`config.mk`:
```
export PLATFORM = sky130hd
export DESIGN_NAME = spi_reg_peripheral
export DESIGN_NICKNAME = d
export VERILOG_FILES = /design/src/rtl/spi_reg_peripheral.sv
export SDC_FILE = /design/constraint.sdc
export NUM_CORES = 1
export LEC_CHECK = 0
export CAP_MARGIN = 20
export CORE_ASPECT_RATIO = 2
export CORE_MARGIN = 2
export CORE_UTILIZATION = 61
export DETAILED_ROUTE_END_ITERATION = 8
export DONT_BUFFER_PORTS = 1
export PLACE_DENSITY = 0.82
export RECOVER_POWER = 100
export SLEW_MARGIN = 20
export SYNTH_ARGS = -nofsm -noshare
export SYNTH_HDL_FRONTEND = slang
export SYNTH_SLANG_ARGS = --single-unit
export TNS_END_PERCENT = 100
```
`constraint.sdc`:
```
create_clock -name clk -period 3 [get_ports clk]
set_input_delay 0.9 -clock clk [delete_from_list [all_inputs] [get_ports clk]]
set_output_delay 0.9 -clock clk [all_outputs]
set_load 0.1 [all_outputs]
```
`src/rtl/spi_reg_peripheral.sv`:
```
// spi_reg_peripheral: oversampled SPI mode-0 target owning the PWM control register file.
// Optional readback on spi_cipo is enabled by defining SPI_READBACK_EN.
module spi_reg_peripheral #(
    parameter int SYNC_STAGES = 2,
    parameter int NUM_REGS    = 5,
    parameter int FRAME_BITS  = 16
) (
    input  logic       clk,
    input  logic       rst,
    input  logic       spi_sclk,
    input  logic       spi_copi,
    input  logic       spi_ncs,
    output logic       spi_cipo,
    output logic [7:0] en_reg_out_7_0,
    output logic [7:0] en_reg_out_15_8,
    output logic [7:0] en_reg_pwm_7_0,
    output logic [7:0] en_reg_pwm_15_8,
    output logic [7:0] pwm_duty_cycle,
    output logic       wr_strobe,
    output logic       frame_err
);
    typedef enum logic [1:0] {WAIT_IDLE, IDLE, SHIFT, COMMIT} state_t;
    localparam logic [6:0] NREGS = 7'(NUM_REGS);
    localparam logic [4:0] FBITS = 5'(FRAME_BITS);
    state_t state, state_nxt;
    logic [SYNC_STAGES-1:0] sclk_q, copi_q, ncs_q;
    logic sclk_d, ncs_d, sclk_s, copi_s, ncs_s, sclk_rise, ncs_rise;
    logic [FRAME_BITS-1:0] sr;
    logic [4:0] cnt;
    logic [7:0] regs [NUM_REGS];
    logic [6:0] addr;
    logic do_write, do_err;
    assign sclk_s    = sclk_q[SYNC_STAGES-1];
    assign copi_s    = copi_q[SYNC_STAGES-1];
    assign ncs_s     = ncs_q[SYNC_STAGES-1];
    assign sclk_rise = sclk_s & ~sclk_d;
    assign ncs_rise  = ncs_s & ~ncs_d;
    assign addr      = sr[FRAME_BITS-2:8];
    // ncs chain resets low so a frame already running at reset release is never seen as idle
    always_ff @(posedge clk) begin
        if (rst) begin
            sclk_q <= '0;
            copi_q <= '0;
            ncs_q  <= '0;
            sclk_d <= 1'b0;
            ncs_d  <= 1'b0;
        end else begin
            sclk_q <= {sclk_q[SYNC_STAGES-2:0], spi_sclk};
            copi_q <= {copi_q[SYNC_STAGES-2:0], spi_copi};
            ncs_q  <= {ncs_q[SYNC_STAGES-2:0], spi_ncs};
            sclk_d <= sclk_s;
            ncs_d  <= ncs_s;
        end
    end
    always_ff @(posedge clk) begin
        if (rst) state <= WAIT_IDLE;
        else     state <= state_nxt;
    end
    // IDLE uses the ncs level so a fall that happened during COMMIT is still taken
    always_comb begin
        state_nxt = (state == WAIT_IDLE) ? (ncs_s ? IDLE : WAIT_IDLE) :
                    (state == IDLE)      ? (ncs_s ? IDLE : SHIFT) :
                    (state == SHIFT)     ? (ncs_rise ? COMMIT : SHIFT) : IDLE;
    end
    always_comb begin
        do_write = (state == COMMIT) && (cnt == FBITS) && sr[FRAME_BITS-1] && (addr < NREGS);
        do_err   = (state == COMMIT) && (cnt != FBITS);
    end
    always_ff @(posedge clk) begin
        if (rst) begin
            sr        <= '0;
            cnt       <= '0;
            wr_strobe <= 1'b0;
            frame_err <= 1'b0;
            for (int i = 0; i < NUM_REGS; i++) regs[i] <= '0;
        end else begin
            wr_strobe <= do_write;
            frame_err <= do_err;
            if (state == IDLE || state == WAIT_IDLE) begin
                sr  <= '0;
                cnt <= '0;
            end else if (state == SHIFT && sclk_rise) begin
                sr  <= {sr[FRAME_BITS-2:0], copi_s};
                cnt <= (cnt == 5'd31) ? cnt : cnt + 5'd1;
            end
            for (int i = 0; i < NUM_REGS; i++)
                if (do_write && addr == 7'(i)) regs[i] <= sr[7:0];
        end
    end
    assign en_reg_out_7_0  = regs[0];
    assign en_reg_out_15_8 = regs[1];
    assign en_reg_pwm_7_0  = regs[2];
    assign en_reg_pwm_15_8 = regs[3];
    assign pwm_duty_cycle  = regs[4];
`ifdef SPI_READBACK_EN
    logic sclk_fall;
    logic [7:0] rd_data, rd_shift;
    assign sclk_fall = ~sclk_s & sclk_d;
    // after the 8th rise the low byte of sr is exactly the R/W + address header
    always_comb begin
        rd_data = '0;
        for (int i = 0; i < NUM_REGS; i++)
            if (!sr[7] && sr[6:0] == 7'(i)) rd_data = regs[i];
    end
    always_ff @(posedge clk) begin
        if (rst || state != SHIFT) begin
            spi_cipo <= 1'b0;
            rd_shift <= '0;
        end else if (sclk_fall) begin
            if (cnt == 5'd8) begin
                spi_cipo <= rd_data[7];
                rd_shift <= {rd_data[6:0], 1'b0};
            end else if (cnt > 5'd8 && cnt < FBITS) begin
                spi_cipo <= rd_shift[7];
                rd_shift <= {rd_shift[6:0], 1'b0};
            end else begin
                spi_cipo <= 1'b0;
            end
        end
    end
`else
    assign spi_cipo = 1'b0;
`endif
endmodule

```
# Word level (Yosys, flattened, before mapping)
# Memories as Yosys holds them, arrays and structs flattened.
# Cells that the tools add are included.
# W data, S select, Z words.
dict set report word_totals {
  ram_bits 40
  memories 1
  register_bits 33
  out_inout_bits 43
  inputBits 5
}
dict set report op_classes {
  order_cmp 1
  n_eq_ne 10
  muxes 28
  n_bitwise 10
  addsub 1
  n_reduce_logical 15
}
# memory depth word_bits rd rd_clocked_by_memory_dff write_ports line_no
set memory_table {}
lappend memory_table {regs 5 8 5 0 5 30} ;# logic [7:0] regs [NUM_REGS];
# cell count
set ops {}
lappend ops {{$mux W8} 5}
lappend ops {{$mux W1} 19}
lappend ops {{$eq A7 B2 Y1 const B} 2}
lappend ops {{$eq A5 B5 Y1 const B} 2}
lappend ops {{$logic_and A1 B1 Y1} 10}
lappend ops {{$mux W2} 4}
lappend ops {{$eq A7 B1 Y1 const B} 1}
lappend ops {{$eq A7 B3 Y1 const B} 1}
lappend ops {{$logic_not A7 Y1} 1}
lappend ops {{$lt A7 B3 Y1 const B} 1}
lappend ops {{$add A5 B1 Y5 const B} 1}
lappend ops {{$ne A5 B5 Y1 const B} 1}
lappend ops {{$or A1 B1 Y1} 5}
lappend ops {{$eq A2 B2 Y1 const B} 2}
lappend ops {{$not A1 Y1} 3}
lappend ops {{$and A1 B1 Y1} 2}
lappend ops {{$eq A2 B1 Y1 const B} 1}
lappend ops {{$logic_not A2 Y1} 1}
lappend ops {{$reduce_and A2 Y1} 1}
lappend ops {{$reduce_or A2 Y1} 1}
lappend ops {{$logic_or A1 B1 Y1} 1}

# Longest topological paths before layout
# Gate-level depths: netlist (run 1).
dict set report logic_depth {
  depth_word 9
  depth_mapped 6
  mapped_depth_nobuf 6
}

# Worst setup path after synthesis (run 1)
# No wires, ideal clock.
dict set report synth_path {
  kind {in2reg}
  from {in rst}
  to {mem regs[1][2] (netlist: regs[0][10]), enable pin}
  setup_slack_ps 374
  stages 3
  required_ps 2602
  arrival_time_ps 2228
  path_cell_list {nand2b_1 -> nand4b_4 -> o41ai_1}
}
# item line_no
set synth_lines {}
lappend synth_lines {{from (decl)} 9} ;# input logic rst,
lappend synth_lines {{to (decl)} 30}

==> results of run 1 <==
-- worst register-to-register path: cells and delay by family, from the launching register on --
family / cells / cell delay [ns]
compound gates: 1 / 0.31
buf+inv: 2 / 0.78
flops: 1 / 0.45
simple gates: 2 / 0.45
-- kinds of logic (layout without fill, tap and decap cells) --
kind of cell	after synthesis	after routing	synth area share [%]
AOI/OAI and AO/OA	34	34	7.60
buffers and inverters	19	36	3.17
other	1	1	0.146
and+or+nand+nor	69	69	15.1
adders and majority gates	3	3	1.46
DFF	73	73	72.5
-- metal layers --
layer  global-route usage, %  vias up  wire (um)
li1                        -      725          -
met1                    19.4      710       1560
met2                    42.1       63       2770
met3                    5.59       15        199
met4                    13.9        0        149
met5                       0        -          0
-- registers in the layout (all words and copies together), names as in the netlist --
register and count:
regs 40, sr 16, cnt 5, copi_q 2
ncs_q 2, sclk_q 2, state 2, frame_err 1
ncs_d 1, sclk_d 1, wr_strobe 1
-- synthesized netlist by cell type, types with 3 or more instances --
| cell | number | share of area (%) |
|---|---|---|
| nor3b_1 | 9 | 2.6 |
| nand2_1 | 33 | 4.8 |
| nor2b_1 | 8 | 1.9 |
| edfxtp_1 | 40 | 47 |
| nor2_1 | 4 | 0.58 |
| a21oi_1 | 22 | 4.3 |
| o41ai_1 | 4 | 1.4 |
| o21ai_0 | 4 | 0.78 |
| ha_1 | 3 | 1.5 |
| clkbuf_1 | 6 | 0.88 |
| inv_1 | 8 | 1.2 |
| nand3_1 | 5 | 0.97 |
| dfxtp_1 | 33 | 26 |
-- layout make-up --
type                            instances  share of cell area (%)
Clock buffer                           11                    4.69
Clock inverter                          5                   0.849
Inverter                                8                    1.07
Multi-Input combinational cell        107                    22.6
Sequential cell                        73                    66.5
Tap cell                               52                    2.32
Timing Repair Buffer                   12                    1.92
-- power groups by stage --
stage	clock network, mW	registers [mW]	logic (mW)
final	0.600	1.30	0.0443
after floorplan	0	1.33	0.0253
after global routing	0.659	1.30	0.0471
after global placement	0	1.32	0.0472
after detailed placement	0	1.32	0.0498
after CTS	0.616	1.30	0.0500
-- worst paths after layout --
kind	start	to	slack [ns]	depth (start not counted)
min reg2reg	copi_q[1]	sr[0]	0.44	2
max reg2reg	state[1]	regs[0][11]	0.64	5
min	copi_q[1]	sr[0]	0.44	2
max	rst	regs[0][11]	0.49	5
==> metrics.cfg, run 1 <==
[run_status]
status = complete, no violations

[synthesis]
synthesis.nets = 207
synthFlopType = edfxtp_1
synth_edf_count = 40
yosysWarnings = 0
ys_async_sr_fraction_pct = 0
ys_seq_area_share_pct = 72.5
synthCells = 199
synth-seq-cells = 73
synthesis.area_um2 = 2570
postSynthAreaPerCell_um2 = 12.9
synth_cell_type_count = 28

[setup_path]
critPathSlowestCell = clkbuf_1
worstPathArrival_ns = 2.48
critPathBufInv = 2
path_delay_family = buffers and inverters
cp-end-kind = flop
startpoint_type = input pin
path_cells = nand2b_1 -> clkbuf_2 -> nand4b_4 -> o41ai_1 -> clkbuf_1
setup.worst_path.class = input pin to flop
worstPathRequired_ns = 2.97
critPathMaxFanout = 23
cpPeakStageDelay_ns = 0.49

[floorplan]
coreArea_um2 = 4090
ioPinCount = 48
chipWidth_um = 49.9
rows = 33
dieArea_um2 = 4780
initial_core_util_pct = 62.8
fp.dieH_um = 95.8

[clock_network]
cts_tree = done
clkLatencyLatePin_ns = 0.34
postCtsSetupRepairBufs = 0
htreeDepth = 3
clk_path_buf_depth = 2
cts_buffers = 9
hold_buffers = 0
cts.clk_slew.worst_paths_ns = 0.06
cts.sinks = 73
post_cts_resize_count = 0
cts_root_buf = clkbuf_8

[placement]
placed_cells = 252
pre_cts_slack_ns = 0.579
postPlaceCellArea_um2 = 2710
hpwl_um = 3460
gp_congestion = 0.748
numPortBuffers = 0

[power_and_ir_drop]
power_frac_clock_pct = 30.9
p_per_area_nw_per_um2 = 695
p_seq_share_pct = 66.9
p_int_mw = 1.39
combPwrFrac_pct = 2.3
ir_drop_mv = 0.439
total_power_mw = 1.95
p_switching_mw = 0.558
leakage_nw = 0.886
switching_share_pct = 28.7

[final_layout]
layout.cells.most_common_list = edfxtp_1, nand2_1, dfxtp_1
drive_gt1_share_pct = 9.26
final_cell_area_um2 = 2800
n_antenna_cell = 0
areaGrowthSynthToFinish_pct = 8.96
multi_input_area_um2 = 633
final_util_pct = 68.5
layout_commonest_cell = edfxtp_1
finalNonFillerCells = 268
nFillCells = 275
final_nets = 219
regArea_um2 = 1860

[routing]
drt-pass1-iter-count = 5
routed_wl_um = 4680
drc_errors = 0
wl_per_cell_um = 17.5
via_count = 1513
ant_nets = 0
drt_iter0_drc = 40
avgViaCountPerCell = 5.65

[global_route]
grt_pass1_vias = 1495
grt_pass1_wl_um = 7290
grt.overflow.total = 0
antenna_found_initial = 0
grt_max_degree = 24
grt_use_total_pct = 21.9

[sta]
slew_headroom_pct = 22.1
final.period_utilization_pct = 83.7
max_freq_mhz = 398
rsz0062_at_grt = no
setup_viol = 0
clock_skew_ns = 0.00861
worst_slack_ns = 0.488
holdWs_ns = 0.442
worst_pin_slew_ns = 1.17
finalSetupTns_ns = 0
hold_viol = 0
min_period_ns = 2.51
finalMaxSlewViolations = 0

[min_path]
min_path_type = flop to flop

[run]
maxCapViolCount = 0

Power figures use the tool's default switching activity.
==> run 2, diff against run 1 <==
==> constraint.sdc (replaced) <==
create_clock -name clk -period 2.5 [get_ports clk]
set_input_delay 0.75 -clock clk [delete_from_list [all_inputs] [get_ports clk]]
set_output_delay 0.75 -clock clk [all_outputs]
set_load 0.1 [all_outputs]
==> run 2 against run 1 <==
Net effect:
- clock skew grew 0.0014 ns
- global-route usage grew 1.3 points
- largest cell class unchanged
- worst hold slack lost 0.0050 ns
- combinational power grew to 7.3 times the previous value
- cell area grew 7.8%
- non-clock buffer count grew 38
- clock power grew 25%
- via count grew 10%
- clock-buffer cell count grew 1
- die area is the same
- largest power group unchanged
==> metrics.cfg, run 2 (same netlist as run 1, synthesis figures left out) <==
[run_status]
status = complete, no violations

[final_layout]
drive_gt1_share_pct = 25.6  ; +16 points
reg_top3 = regs (40), sr (16), cnt (5)
finalNonFillerCells = 306  ; +14%
layout_commonest_cell = clkbuf_2
final_nets = 257  ; +17%
n_antenna_cell = 0  ; unchanged
largest_register = regs
layout.cells.most_common_list = clkbuf_2, edfxtp_1, nand2_1, dfxtp_1, a21oi_1
largest_reg_flops = 40  ; unchanged
areaGrowthSynthToFinish_pct = 17.5

[global_route]
grt_use_met2_pct = 45.2  ; +3.1 points
grt_pass1_vias = 1635  ; +9.4%
grt_max_degree = 23  ; -4.2%
grt_use_total_pct = 23.2  ; +1.3 points
antenna_found_initial = 0  ; unchanged
grt.overflow.total = 0  ; unchanged
grt_pass1_wl_um = 7880  ; +8.0%
grt_use_met1_pct = 21.6  ; +2.2 points
grt_busiest_layer = met2
met3_usage_pct = 5.12  ; -0.47 points

[power_and_ir_drop]
p_per_area_nw_per_um2 = 791  ; +14%
ir_drop_mv = 0.673  ; +53%
p_int_mw = 1.71  ; +24%
power_frac_clock_pct = 31.4  ; +0.5 points
p_seq_share_pct = 55.1  ; -12 points
leakage_nw = 1.07  ; +21%
combPwrFrac_pct = 13.6  ; +11 points
switching_share_pct = 28.3  ; -0.42 points
p_switching_mw = 0.675  ; +21%

[routing]
drt_iter0_drc = 35  ; -13%
drc_errors = 0  ; unchanged
routed_wl_um = 4820  ; +2.9%
wl_per_cell_um = 15.7  ; -9.9%
via_count = 1665  ; +10%
avgViaCountPerCell = 5.44  ; -3.6%
ant_nets = 0  ; unchanged
drt-pass1-iter-count = 4  ; -1

[sta]
max_freq_mhz = 453
final.period_utilization_pct = 88.3
clock_skew_ns = 0.00999  ; +0.00138 ns
finalSetupTns_ns = 0  ; unchanged
finalMaxSlewViolations = 0  ; unchanged
slew_headroom_pct = 49.2  ; +27 points
rsz0062_at_grt = no
hold_viol = 0  ; unchanged
worst_pin_slew_ns = 0.762  ; -0.411 ns
min_period_ns = 2.21
setup_viol = 0  ; unchanged

[setup_path]
cpPeakStageDelay_ns = 0.45  ; -0.04 ns
path_delay_family = buffers and inverters
worstPathArrival_ns = 2.17  ; -0.31 ns
critPathSlowestCell = clkbuf_1
cp.depth = 6  ; +1
critPathLaunch = cnt[0]
reg2reg_from = cnt[0]
startpoint_type = flop
ff2ff_path_depth = 6  ; +1
critPathMaxFanout = 14  ; -39%
critPathBufInv = 2  ; unchanged
endpoint = regs[0][8]
cp-end-kind = flop
worstPathRequired_ns = 2.46  ; -0.51 ns
r2r_end = regs[0][8]
r2r_setup_slack_ns = 0.29  ; -0.35 ns
path_cells = inv_1 -> ha_1 -> and4bb_1 -> nand4b_4 -> o41ai_2 -> clkbuf_1
setup.worst_path.class = flop to flop

[floorplan]
initial_core_util_pct = 62.8  ; unchanged
chipWidth_um = 49.9  ; unchanged
ioPinCount = 48  ; unchanged
dieArea_um2 = 4780  ; unchanged
rows = 33  ; unchanged
coreArea_um2 = 4090  ; unchanged
fp.dieH_um = 95.8  ; unchanged

[clock_network]
cts.clk_slew.worst_paths_ns = 0.07  ; about the same
clk_path_buf_depth = 2  ; unchanged
cts_buffers = 9  ; unchanged
cts.sinks = 73  ; unchanged
clkLatencyLatePin_ns = 0.33  ; about the same
postCtsSetupRepairBufs = 0  ; unchanged
cts_root_buf = clkbuf_8
hold_buffers = 0  ; unchanged
post_cts_resize_count = 0  ; unchanged
cts_tree = done
htreeDepth = 3  ; unchanged

[min_path]
min_path_type = flop to flop

[run]
maxCapViolCount = 0  ; unchanged

[placement]
hpwl_um = 3610  ; +4.1%
placed_cells = 290  ; +15%
gp_congestion = 0.772  ; +3.2%
numPortBuffers = 0  ; unchanged

==> run 2: final cells by class <==
cell class / instances / area (um^2)
Clock inverter: 4 / 20.0
Inverter: 8 / 30.0
Clock buffer: 12 / 145
Multi-Input combinational cell: 107 / 641
Fill cell: 276 / 1070
Tap cell: 52 / 65.1
Timing Repair Buffer: 50 / 255
Sequential cell: 73 / 1860
==> run 2: worst min-delay path by stage <==
stage / start / endpoint / slack, ns / depth (start not counted)
2_1_floorplan: copi_q[0] / copi_q[1] / 0.41 / 1
3_3_place_gp: copi_q[1] / sr[0] / 0.43 / 2
3_5_place_dp: copi_q[1] / sr[0] / 0.44 / 2
4_1_cts: copi_q[1] / sr[0] / 0.44 / 2
5_1_grt: rst / sclk_q[0] / 0.46 / 1
6_report: copi_q[1] / sr[0] / 0.44 / 2
==> run 2: worst reg2reg max path: cells and delay by family, from the launching register on <==
family / cells / cell delay, ns
buffers and inverters: 2 / 0.54
DFF: 1 / 0.34
and+or+nand+nor: 2 / 0.53
AOI/OAI and AO/OA: 1 / 0.29
adders and majority gates: 1 / 0.14
==> run 2: routing by layer <==
metal	share of wire (%)	vias up
li1	-	808
met1	34	794
met2	60	53
met3	3.6	10
met4	2.4	0
met5	0	-
==> run 2: power groups by stage <==
stage	logic [mW]	registers (mW)	clock network [mW]
after global placement	0.347	1.34	0
after floorplan	0.0304	1.59	0
after global routing	0.331	1.32	0.818
after detailed placement	0.350	1.34	0
after CTS	0.350	1.32	0.767
final	0.324	1.32	0.749
==> run 2: metrics by stage <==
step	setup WS [ns]	power (mW)	utilization, %	hold WS [ns]	instance area [um^2]
3_3_place_gp	0.534	1.69	73.2	0.431	2990
5_1_grt	0.178	2.47	73.8	0.459	3020
4_1_cts	0.551	2.43	77.3	0.439	3160
2_1_floorplan	0.0236	1.62	-	0.414	2570
6_report	0.293	2.39	73.8	0.437	3020
3_5_place_dp	0.442	1.69	73.2	0.437	2990
